[src/rtl/frame_buf_arbiter.sv]
`default_nettype none
// =============================================================================
// Module : frame_buf_arbiter
// Shares one single-port frame RAM between LCD scan-out reads and a
// double-buffered pixel writer; bank swaps are deferred to vertical blanking.
// Rev    : 1.0
// =============================================================================
module frame_buf_arbiter #(
    parameter int ADDR_W      = 17,
    parameter int DATA_W      = 16,
    parameter int FRAME_WORDS = 130560,
    parameter int CNT_W       = 8
) (
    input  logic              iClk,
    input  logic              iRst,
    // LCD scan-out read path
    input  logic              iLcdEn,
    input  logic [ADDR_W-1:0] iLcdRdAddr,
    input  logic              iLcdVSync,
    output logic [DATA_W-1:0] oLcdRdData,
    // Writer path
    input  logic              iWrValid,
    output logic              oWrReady,
    input  logic [ADDR_W-1:0] iWrAddr,
    input  logic [DATA_W-1:0] iWrData,
    input  logic              iWrFrameDone,
    // Status
    output logic              oSwapDone,
    output logic              oDispBank,
    output logic [CNT_W-1:0]  oFrameCnt,
    output logic              oOverrun,
    output logic              oAddrErr,
    // RAM port
    output logic              oRamEn,
    output logic              oRamWe,
    output logic [ADDR_W:0]   oRamAddr,
    output logic [DATA_W-1:0] oRamWrData,
    input  logic [DATA_W-1:0] iRamRdData
);

    localparam logic [ADDR_W:0] c_FRAME_LIMIT = (ADDR_W+1)'(FRAME_WORDS);

    typedef enum logic [1:0] {
        S_IDLE        = 2'd0,
        S_WAIT_VBLANK = 2'd1,
        S_SWAP        = 2'd2
    } state_t;

    state_t              r_state;
    state_t              w_state_nxt;
    logic                w_swap_done;

    logic                r_disp_bank;
    logic [CNT_W-1:0]    r_frame_cnt;
    logic                r_overrun;
    logic                r_addr_err;
    logic                r_vsync_d;
    logic                r_rd_pend;
    logic [DATA_W-1:0]   r_lcd_rd_data;

    logic                w_vblank_start;
    logic                w_wr_ready;
    logic                w_wr_accept;
    logic                w_addr_in_range;
    logic                w_wr_commit;

    assign w_vblank_start  = ~iLcdVSync & r_vsync_d;
    assign w_wr_ready      = ~iLcdEn & (r_state == S_IDLE);
    assign w_wr_accept     = iWrValid & w_wr_ready;
    assign w_addr_in_range = ({1'b0, iWrAddr} < c_FRAME_LIMIT);
    // Out-of-range pixels still handshake so the writer never stalls on them.
    assign w_wr_commit     = w_wr_accept & w_addr_in_range;

    always_ff @(posedge iClk) begin
        if (iRst) begin
            r_state <= S_IDLE;
        end else begin
            r_state <= w_state_nxt;
        end
    end

    // A frame-done arriving on the same cycle as the blanking edge only arms the
    // swap; the edge that triggers it must come strictly later.
    always_comb begin
        w_state_nxt = r_state;
        w_swap_done = 1'b0;
        case (r_state)
            S_IDLE: begin
                if (iWrFrameDone) begin
                    w_state_nxt = S_WAIT_VBLANK;
                end
            end
            S_WAIT_VBLANK: begin
                if (w_vblank_start) begin
                    w_state_nxt = S_SWAP;
                end
            end
            S_SWAP: begin
                w_swap_done = 1'b1;
                w_state_nxt = S_IDLE;
            end
            default: begin
                w_state_nxt = S_IDLE;
            end
        endcase
    end

    always_ff @(posedge iClk) begin
        if (iRst) begin
            r_disp_bank   <= 1'b0;
            r_frame_cnt   <= '0;
            r_overrun     <= 1'b0;
            r_addr_err    <= 1'b0;
            r_vsync_d     <= 1'b0;
            r_rd_pend     <= 1'b0;
            r_lcd_rd_data <= '0;
        end else begin
            r_vsync_d <= iLcdVSync;
            r_rd_pend <= iLcdEn;
            if (r_rd_pend) begin
                r_lcd_rd_data <= iRamRdData;
            end
            // Bank flips at the end of the swap cycle so a read in that cycle
            // still sees the old display bank.
            if (r_state == S_SWAP) begin
                r_disp_bank <= ~r_disp_bank;
                r_frame_cnt <= r_frame_cnt + CNT_W'(1);
            end
            if (iWrFrameDone && (r_state != S_IDLE)) begin
                r_overrun <= 1'b1;
            end
            if (w_wr_accept && !w_addr_in_range) begin
                r_addr_err <= 1'b1;
            end
        end
    end

    always_comb begin
        oRamEn     = 1'b0;
        oRamWe     = 1'b0;
        oRamAddr   = '0;
        oRamWrData = '0;
        if (iLcdEn) begin
            oRamEn   = 1'b1;
            oRamAddr = {r_disp_bank, iLcdRdAddr};
        end else if (w_wr_commit) begin
            oRamEn     = 1'b1;
            oRamWe     = 1'b1;
            oRamAddr   = {~r_disp_bank, iWrAddr};
            oRamWrData = iWrData;
        end
    end

    assign oWrReady   = w_wr_ready;
    assign oSwapDone  = w_swap_done;
    assign oDispBank  = r_disp_bank;
    assign oFrameCnt  = r_frame_cnt;
    assign oOverrun   = r_overrun;
    assign oAddrErr   = r_addr_err;
    assign oLcdRdData = r_lcd_rd_data;

endmodule
`default_nettype wire

[config.mk]
export PLATFORM = sky130hd
export DESIGN_NAME = frame_buf_arbiter
export DESIGN_NICKNAME = d
export VERILOG_FILES = /design/src/rtl/frame_buf_arbiter.sv
export SDC_FILE = /design/constraint.sdc
export NUM_CORES = 1
export LEC_CHECK = 0
export ABC_AREA = 1
export CAP_MARGIN = 25
export CORE_MARGIN = 4
export CORE_UTILIZATION = 32
export DETAILED_ROUTE_END_ITERATION = 7
export PLACE_DENSITY = 0.93
export REMOVE_ABC_BUFFERS = 1
export SYNTH_ARGS = -nofsm -noshare
export SYNTH_HDL_FRONTEND = slang
export SYNTH_SLANG_ARGS = --single-unit
[constraint.sdc]
create_clock -name iClk -period 1.8 [get_ports iClk]
set_clock_uncertainty 0.15 [all_clocks]
set_input_delay 0.36 -clock iClk [delete_from_list [all_inputs] [get_ports iClk]]
set_output_delay 0.36 -clock iClk [all_outputs]
set_load 0.03 [all_outputs]
== Word-level counts from Yosys, hierarchy flattened ==
Cells that the tools add are included.

* Add/sub/neg operators: 1
* Magnitude comparators: 1
* Equal/unequal tests: 4
* Muxes and demuxes: 11
* Bitwise gates (word level): 7
* Reductions and logical operators: 6

{| class="wikitable"
|+ Operators by type and width
! cell !! count
|-
| $mux 18 || 2
|-
| $mux 16 || 2
|-
| $lt 17x17->1 const B || 1
|-
| $add 8x1->8 const B || 1
|-
| $and 1x1->1 || 4
|-
| $mux 1 || 4
|-
| $mux 2 || 2
|-
| $ne 2x2->1 const B || 2
|-
| $pmux 2 s2 || 1
|-
| $not 1->1 || 3
|-
| $eq 2x1->1 const B || 1
|-
| $eq 2x2->1 const B || 1
|-
| $logic_and 1x1->1 || 2
|-
| $logic_not 2->1 || 1
|-
| $reduce_and 2->1 || 1
|-
| $reduce_bool 2->1 || 1
|-
| $logic_not 1->1 || 1
|}

* Flip-flop bits (word level): 31
* Input bits: 72
* Logic and storage cells: 38

== Depth between registers and ports, before layout ==
Gate-level depths: netlist (run 1).

* Depth in word-level cells: 6
* Gate-level depth with buffers: 7
* Depth with buffers taken out: 6

== Least setup slack after synthesis (run 1) ==
Ideal clock, no wire load.

* Path type: input to output
* From: input port iLcdEn
* To: output port oRamWrData[10]
* Arrival: 1,304 ps
* Required time: 1,290 ps
* Slack: -14 ps
* Stages on the path: 6
* Path buffers: 1
* Path through: inv_1 > nand3_2 > a21oi_2 > inv_2 > buf_6 > nor2_1

* Cells in the longest elaborated chain, start to end: 6

{| class="wikitable"
|+ Ends and longest elaborated chain
! what !! RTL line !! source
|-
| start, declared || 17 || <nowiki>input logic iLcdEn,</nowiki>
|-
| $not 1->1 || 68 || <nowiki>assign w_wr_ready = ~iLcdEn & (r_state == S_IDLE);</nowiki>
|-
| $and 1x1->1 || 68 ||
|-
| $and 1x1->1 || 69 || <nowiki>assign w_wr_accept = iWrValid & w_wr_ready;</nowiki>
|-
| $and 1x1->1 || 72 || <nowiki>assign w_wr_commit = w_wr_accept & w_addr_in_range;</nowiki>
|-
| $mux 16 || 146 || <nowiki>end else if (w_wr_commit) begin</nowiki>
|-
| $mux 16 (*) || 143 || <nowiki>if (iLcdEn) begin</nowiki>
|-
| end, declared || 37 || <nowiki>output logic [DATA_W-1:0] oRamWrData,</nowiki>
|}

Mark *: on every way between the ends. The rest lies on a longest branch, timed or not.

== Worst setup path after layout (run 1) ==
* From: register r_state[1]
* To: output port oRamWrData[3]

* Cells in the longest elaborated chain, start to end: 6

{| class="wikitable"
|+ Ends and longest elaborated chain
! what !! RTL line !! source
|-
| start, declared || 49 || <nowiki>state_t r_state;</nowiki>
|-
| start signal, assigned || 78 || <nowiki>r_state <= w_state_nxt;</nowiki>
|-
| $logic_not 2->1 || 68 ||
|-
| $and 1x1->1 || 68 ||
|-
| $and 1x1->1 || 69 ||
|-
| $and 1x1->1 || 72 ||
|-
| $mux 16 || 146 ||
|-
| $mux 16 || 143 ||
|}

Every way passes these cells.

==> impl_results.md, run 1 <==
* Max Cap Violations at 0
* CP startpoint kind: flop
* Mapped cell area at 0.001580 sq mm
* Largest net degree at the start of global routing at 24
* Syn_area_per_cell at 6.197 sq um
* TritonCTS clock tree: built
* Worst vdd ir at 0.4190 mV
* Min Hold Slack at 294.7 ps
* Synthesis-to-layout area growth at 118.4%
* CTS Root Cell: clkbuf_8
* Worst-case clock buffer depth at 2
* WL/cell at 16.09 microns
* Initial Util at 0.3324
* #FFs+latches synth at 31
* PD cells at 577.3 mW/mm^2
* Slack of the critical path at -424.9 ps
* RePlAce Congestion at 0.8659
* Vias in the first global route at 2193
* Post-route design area at 0.003452 sq mm
* CORE AREA at 0.004755 sq mm
* Worst Hold Path EP: r_state[1]
* Setup CP Type: reg2out
* Num CTS Buffers at 5
* Hold_sp: r_vsync_d
* Final ANT Viol Nets at 0
* Crit Path Max Fanout at 8
* Final period utilization at 1.236
* Die Area at 0.006127 sq mm
* Crit. End Element: output port
* First-pass GRT wire length at 10.39 mm
* Slew Limit Fails at 0
* Worst slew pin tran at 590.1 ps
* Total Routed Length at 7.626 mm
* Chip width at 78.28 microns
* GR Util All Layers at 0.2155
* Status: complete, but fails checks
* Post-synthesis cell count at 255
* Final setup fails at 36
* Die Y-Extent at 78.28 microns
* Fmax at 449.5 MHz
* Crit path DAT at 1710 ps
* First-pass detailed-route iteration total at 4
* Fin util at 0.7261
* RSZ-0062 raised after global routing: true
* Worst reg2reg path depth at 3
* Relative slew slack at 0.6062
* Via count at 2264
* Failing checks: negative setup slack
* Skew-Pair Late Insertion Delay at 280 ps
* Ys Warns at 0
* Tightest Hold Check Type: reg2reg
* IO Pins at 137
* Final hold violation count at 0
* Residual DRC count at 0
* Commonest non-fill, non-tap cell in the layout: clkdlybuf4s50_1
* Remaining Overflow, GRT at 0
* Final net count at 479
* Critical R2R Launch: r_rd_pend
* CTS Sinks at 31
* Initial antenna violation count at 0
* Launch point of the worst path: r_state[1]
* Pre-CTS setup slack at -451.5 ps
* Drt initial violations at 75
* Buffers on Ports at 136
* Finished Layout Cells at 474
* Row cnt at 25
* Final Critical Period at 2225 ps
* Proportion of layout cells with a drive suffix above 1 at 0.2973
* Fill cells at 364
* Critical path required time at 1290 ps
* RR Endpoint: oLcdRdData[6]
* Setup TNS at -12710 ps
* Most frequent cells in the layout: 61 x clkdlybuf4s50_1, 57 x nor2_1, 35 x dlygate4sd2_1, 34 x nand2_1, 34 x buf_6
* Dpl hpwl at 4.711 mm
* Netlist cell types at 21
* Seq/Total Area, Yosys at 0.3927
* R2R setup slack at 270 ps
* Hold Path Stages at 2
* Placed cells at 457
* CTS Hold Bufs at 0
* Power consumption at 1.993 mW
* LEAKAGE at 1.769 nW
* Vias per cell at 4.776
* CTS H-tree lvls at 2
* ANT cells at 0
* CTS clock-pin slew for the worst setup and hold paths at 60 ps
* Placed inst area at 0.002924 sq mm
==> worst max path at each step <==
stage | end | slack, ps | cells after the start
2_1_floorplan | oRamWrData[0] | -670 | 5
3_3_place_gp | oRamWrData[9] | -390 | 6
3_5_place_dp | oRamWrData[9] | -450 | 7
4_1_cts | oRamAddr[4] | -330 | 8
5_1_grt | oRamWrData[10] | -500 | 6
6_report | oRamWrData[3] | -420 | 6
==> synth_stat cells, drive strengths merged <==
cell type / count / area [sq um]
clkbuf: 3 / 11.26
nor3: 1 / 5.000
nand2: 73 / 276.5
ha: 1 / 12.51
nor2: 71 / 274.0
o21ai: 18 / 90.09
dfxtp: 31 / 620.6
nor4: 1 / 6.260
a21oi: 9 / 48.80
nand3: 7 / 40.04
buf: 7 / 62.56
o21bai: 1 / 7.510
xor2: 1 / 8.760
inv: 31 / 116.4
==> state kept, by name, indices dropped and copies added (netlist names) <==
signal	cells
oAddrErr	1
oDispBank	1
oFrameCnt	8
oLcdRdData	16
oOverrun	1
r_rd_pend	1
r_state	2
r_vsync_d	1
==> power breakdown <==
group	internal [mW]	leakage (nW)	switching [mW]
clock	0.271	0.0422	0.254
sequential	0.717	0.255	0.0198
combinational	0.339	1.47	0.392
total	1.33	1.77	0.665
==> worst max-delay path: stages (launching register included) <==
cell and delay, ps:
dfxtp_2 330, nor2_4 150, nand3_4 100, a21oi_4 240, clkinvlp_4 250, nor2_1 170
buf_4 180
==> routing by layer <==
metal  vias to the layer above  part of all wire  global-route usage
met2                       106              0.52              0.3973
met4                         0             0.049             0.08217
met1                      1056              0.36              0.2181
li1                       1071                 -                   -
met3                        31             0.069             0.08257
met5                         -                 0                   0
==> logic make-up (layout without fill, tap and decap cells) <==
| group | Yosys count | count (layout) | synth area share |
|---|---|---|---|
| AND/OR/NAND/NOR | 153 | 153 | 0.3808 |
| buffers and inverters | 41 | 193 | 0.1203 |
| flip-flops | 31 | 31 | 0.3927 |
| AO/OA/AOI/OAI | 28 | 28 | 0.09264 |
| adder cells (fa/ha/maj) | 1 | 1 | 0.007916 |
| XOR/XNOR | 1 | 1 | 0.005543 |
==> final cells by class <==
class / instances / area (sq um) / area share
well taps: 67 / 83.83 / 0.02428
clock buffers: 7 / 76.32 / 0.02211
repair buffers: 153 / 1510 / 0.4375
multi-input cells: 183 / 1022 / 0.2961
repair inverters: 1 / 7.507 / 0.002175
inverters: 31 / 123.9 / 0.03588
clock inverters: 1 / 5.005 / 0.001450
flip-flops and latches: 31 / 623.1 / 0.1805
==> what timing repair did <==
item	CTS	global route
setup buffers	5	2
resized for setup	107	53
endpoints found under the setup margin	62	38
cloned	2	0
pin swaps	17	19
(Power assumes the default switching activity.)
==> run 2: changes to the inputs <==
--- a/config.mk
+++ b/config.mk
@@ -12,6 +12,7 @@
 export DETAILED_ROUTE_END_ITERATION = 7
 export PLACE_DENSITY = 0.93
 export REMOVE_ABC_BUFFERS = 1
+export SKIP_LAST_GASP = 1
 export SYNTH_ARGS = -nofsm -noshare
 export SYNTH_HDL_FRONTEND = slang
 export SYNTH_SLANG_ARGS = --single-unit
==> run 2 against run 1 <==
  * The run still ends with negative setup slack left
  * Maximum frequency decreased by 0.90%
  * Register-to-register slack about the same
  * Sequential share of layout area about the same
  * Sequential power about the same
  * Critical path depth unchanged
  * Global-route usage about the same
  * Clock power about the same
  * First-iteration DRC count increased by 15%
  * Critical endpoint is now oRamWrData[0]
  * Largest cell class unchanged
==> impl_results.md, run 2 (synthesis gave the netlist of run 1 again) <==
* Proportion of layout cells with a drive suffix above 1 at 0.2948 (was 0.2973)
* CORE AREA at 0.004755 sq mm (unchanged)
* Chip width at 78.28 microns (unchanged)
* Num CTS Buffers at 5 (unchanged)
* Critical path's largest stage delay at 330 ps (about the same)
* Die Y-Extent at 78.28 microns (unchanged)
* Largest register FFs at 16 (unchanged)
* Tightest Hold Check Type: reg2reg (unchanged)
* CTS H-tree lvls at 2 (unchanged)
* Worst slew pin tran at 601.4 ps (was 590.1 ps)
* Fill cells at 357 (was 364)
* Dpl hpwl at 4.711 mm (unchanged)
* ANT cells at 0 (unchanged)
* First-pass GRT wire length at 10.35 mm (was 10.39 mm)
* Synthesis-to-layout area growth at 118.1% (was 118.4%)
* Residual DRC count at 0 (unchanged)
* Setup CP Type: reg2out (unchanged)
* Worst path cell trace: nor2_4 > nand3_4 > a21oi_4 > clkinvlp_4 > nor2_1 > buf_4 (unchanged)
* Final period utilization at 1.247 (was 1.236)
* Remaining Overflow, GRT at 0 (unchanged)
* Final Critical Period at 2245 ps (was 2225 ps)
* Via count at 2243 (was 2264)
* Die Area at 0.006127 sq mm (unchanged)
* Slew Limit Fails at 0 (unchanged)
* Largest net degree at the start of global routing at 24 (unchanged)
* Crit path DAT at 1740 ps (was 1710 ps)
* WL/cell at 15.67 microns (was 16.09 microns)
* Initial antenna violation count at 0 (unchanged)
* Vias per cell at 4.732 (was 4.776)
* RePlAce Congestion at 0.8659 (unchanged)
* CTS clock-pin slew for the worst setup and hold paths at 60 ps (about the same)
* Skew-Pair Late Insertion Delay at 280 ps (about the same)
* GR Util All Layers at 0.2158 (was 0.2155)
* Row cnt at 25 (unchanged)
* Post-route design area at 0.003446 sq mm (was 0.003452 sq mm)
* Min Hold Slack at 292.4 ps (was 294.7 ps)
* Fmax at 445.4 MHz (was 449.5 MHz)
* Total Routed Length at 7.428 mm (was 7.626 mm)
* Failing checks: negative setup slack (unchanged)
* Status: complete, but fails checks (unchanged)
* Slack of the critical path at -445.1 ps (was -424.9 ps)
* Critical path required time at 1290 ps (about the same)
* Power consumption at 1.988 mW (was 1.993 mW)
* PD cells at 576.9 mW/mm^2 (was 577.3 mW/mm^2)
* Final net count at 479 (unchanged)
* TritonCTS clock tree: built (unchanged)
* Vias in the first global route at 2165 (was 2193)
* IO Pins at 137 (unchanged)
* CP startpoint kind: flop (unchanged)
* Worst vdd ir at 0.4213 mV (was 0.4190 mV)
* Relative slew slack at 0.5986 (was 0.6062)
* CTS Root Cell: clkbuf_8 (unchanged)
* Placed cells at 457 (unchanged)
* Top Family by Delay on Critical Path: buffers and inverters (unchanged)
* Most frequent cells in the layout: 61 x clkdlybuf4s50_1, 58 x nor2_1, 35 x dlygate4sd2_1, 34 x nand2_1, 33 x buf_6 (was 61 x clkdlybuf4s50_1, 57 x nor2_1, 35 x dlygate4sd2_1, 34 x nand2_1, 34 x buf_6)
* Initial Util at 0.3324 (unchanged)
* Buf+Inv Stages, Crit Path at 2 (unchanged)
* Final setup fails at 36 (unchanged)
* Final ANT Viol Nets at 0 (unchanged)
* CTS Sinks at 31 (unchanged)
* Placed inst area at 0.002924 sq mm (unchanged)
* Worst-case clock buffer depth at 2 (unchanged)
* CP max stage cell: dfxtp_2 (unchanged)
* LEAKAGE at 1.768 nW (was 1.769 nW)
* Crit Path Max Fanout at 8 (unchanged)
* Final hold violation count at 0 (unchanged)
* RSZ-0062 raised after global routing: true (unchanged)
* First-pass detailed-route iteration total at 4 (unchanged)
* Finished Layout Cells at 474 (unchanged)
* Drt initial violations at 86 (was 75)
* Max Cap Violations at 0 (unchanged)
* Commonest non-fill, non-tap cell in the layout: clkdlybuf4s50_1 (unchanged)
* Crit. End Element: output port (unchanged)
* Buffers on Ports at 136 (unchanged)
* Pre-CTS setup slack at -451.5 ps (unchanged)
[run 2: cell counts in the layout (fill, tap and decap cells not counted)]
No cell type changed its count.
[run 2: layout make-up]
cell class,count,area (sq um),area share
Clock buffer,7,76.32,0.02215
Clock inverter,1,5.005,0.001452
Inverter,31,123.9,0.03595
Multi-Input combinational cell,183,1020,0.2959
Sequential cell,31,623.1,0.1808
Tap cell,67,83.83,0.02433
Timing Repair Buffer,153,1506,0.4372
Timing Repair inverter,1,7.507,0.002179
[run 2: power breakdown]
group	internal [mW]	total, mW	switching [mW]
clock	0.271	0.525	0.254
combinational	0.338	0.726	0.388
sequential	0.717	0.737	0.0196
total	1.33	1.99	0.661
[run 2: worst paths after layout]
kind | startpoint | slack [ps] | to | cells past startpoint
hold reg to reg | r_vsync_d | 290 | r_state[1] | 2
setup reg to reg | r_rd_pend | 280 | oLcdRdData[6] | 3
hold / removal | r_vsync_d | 290 | r_state[1] | 2
setup / recovery | r_state[1] | -450 | oRamWrData[0] | 6
[run 2: per-stage QoR]
| step | util | TNS (ps) |
|---|---|---|
| after floorplan | - | -16070 |
| after global placement | 0.6150 | -12040 |
| after detailed placement | 0.6150 | -14530 |
| after CTS | 0.6766 | -11040 |
| after global routing | 0.7247 | -15430 |
| final | 0.7247 | -12590 |
[run 2: worst register-to-register path: stages, from the launching register on]
cell	delay, ps
dfxtp_1	630
inv_1	370
nor2_1	200
nor2_1	70
[run 2: repair_timing]
item | 4_1_cts | 5_1_grt
hold buffers | 0 | 0
endpoints found under the hold margin | 0 | 0
gates cloned | 2 | 0
endpoints found under the setup margin | 62 | 38
buffers inserted | 5 | 2
pin swaps | 17 | 19
resized for setup | 99 | 59
[run 2: routing by layer]
layer | vias to the layer above | global-route usage | share of wire
met1 | 1035 | 0.2181 | 0.35
met5 | - | 0 | 0
met2 | 106 | 0.3990 | 0.53
li1 | 1069 | - | -
met4 | 0 | 0.08042 | 0.046
met3 | 33 | 0.08257 | 0.078
==> run 3: changes to the inputs <==
--- a/config.mk
+++ b/config.mk
@@ -6,13 +6,13 @@
 export NUM_CORES = 1
 export LEC_CHECK = 0
 export ABC_AREA = 1
-export CAP_MARGIN = 25
 export CORE_MARGIN = 4
 export CORE_UTILIZATION = 32
 export DETAILED_ROUTE_END_ITERATION = 7
 export PLACE_DENSITY = 0.93
 export REMOVE_ABC_BUFFERS = 1
 export SKIP_LAST_GASP = 1
+export SLEW_MARGIN = 20
 export SYNTH_ARGS = -nofsm -noshare
 export SYNTH_HDL_FRONTEND = slang
 export SYNTH_SLANG_ARGS = --single-unit
==> results of run 3 <==
No change in the layout: final DEF, timing and power equal those of run 2.
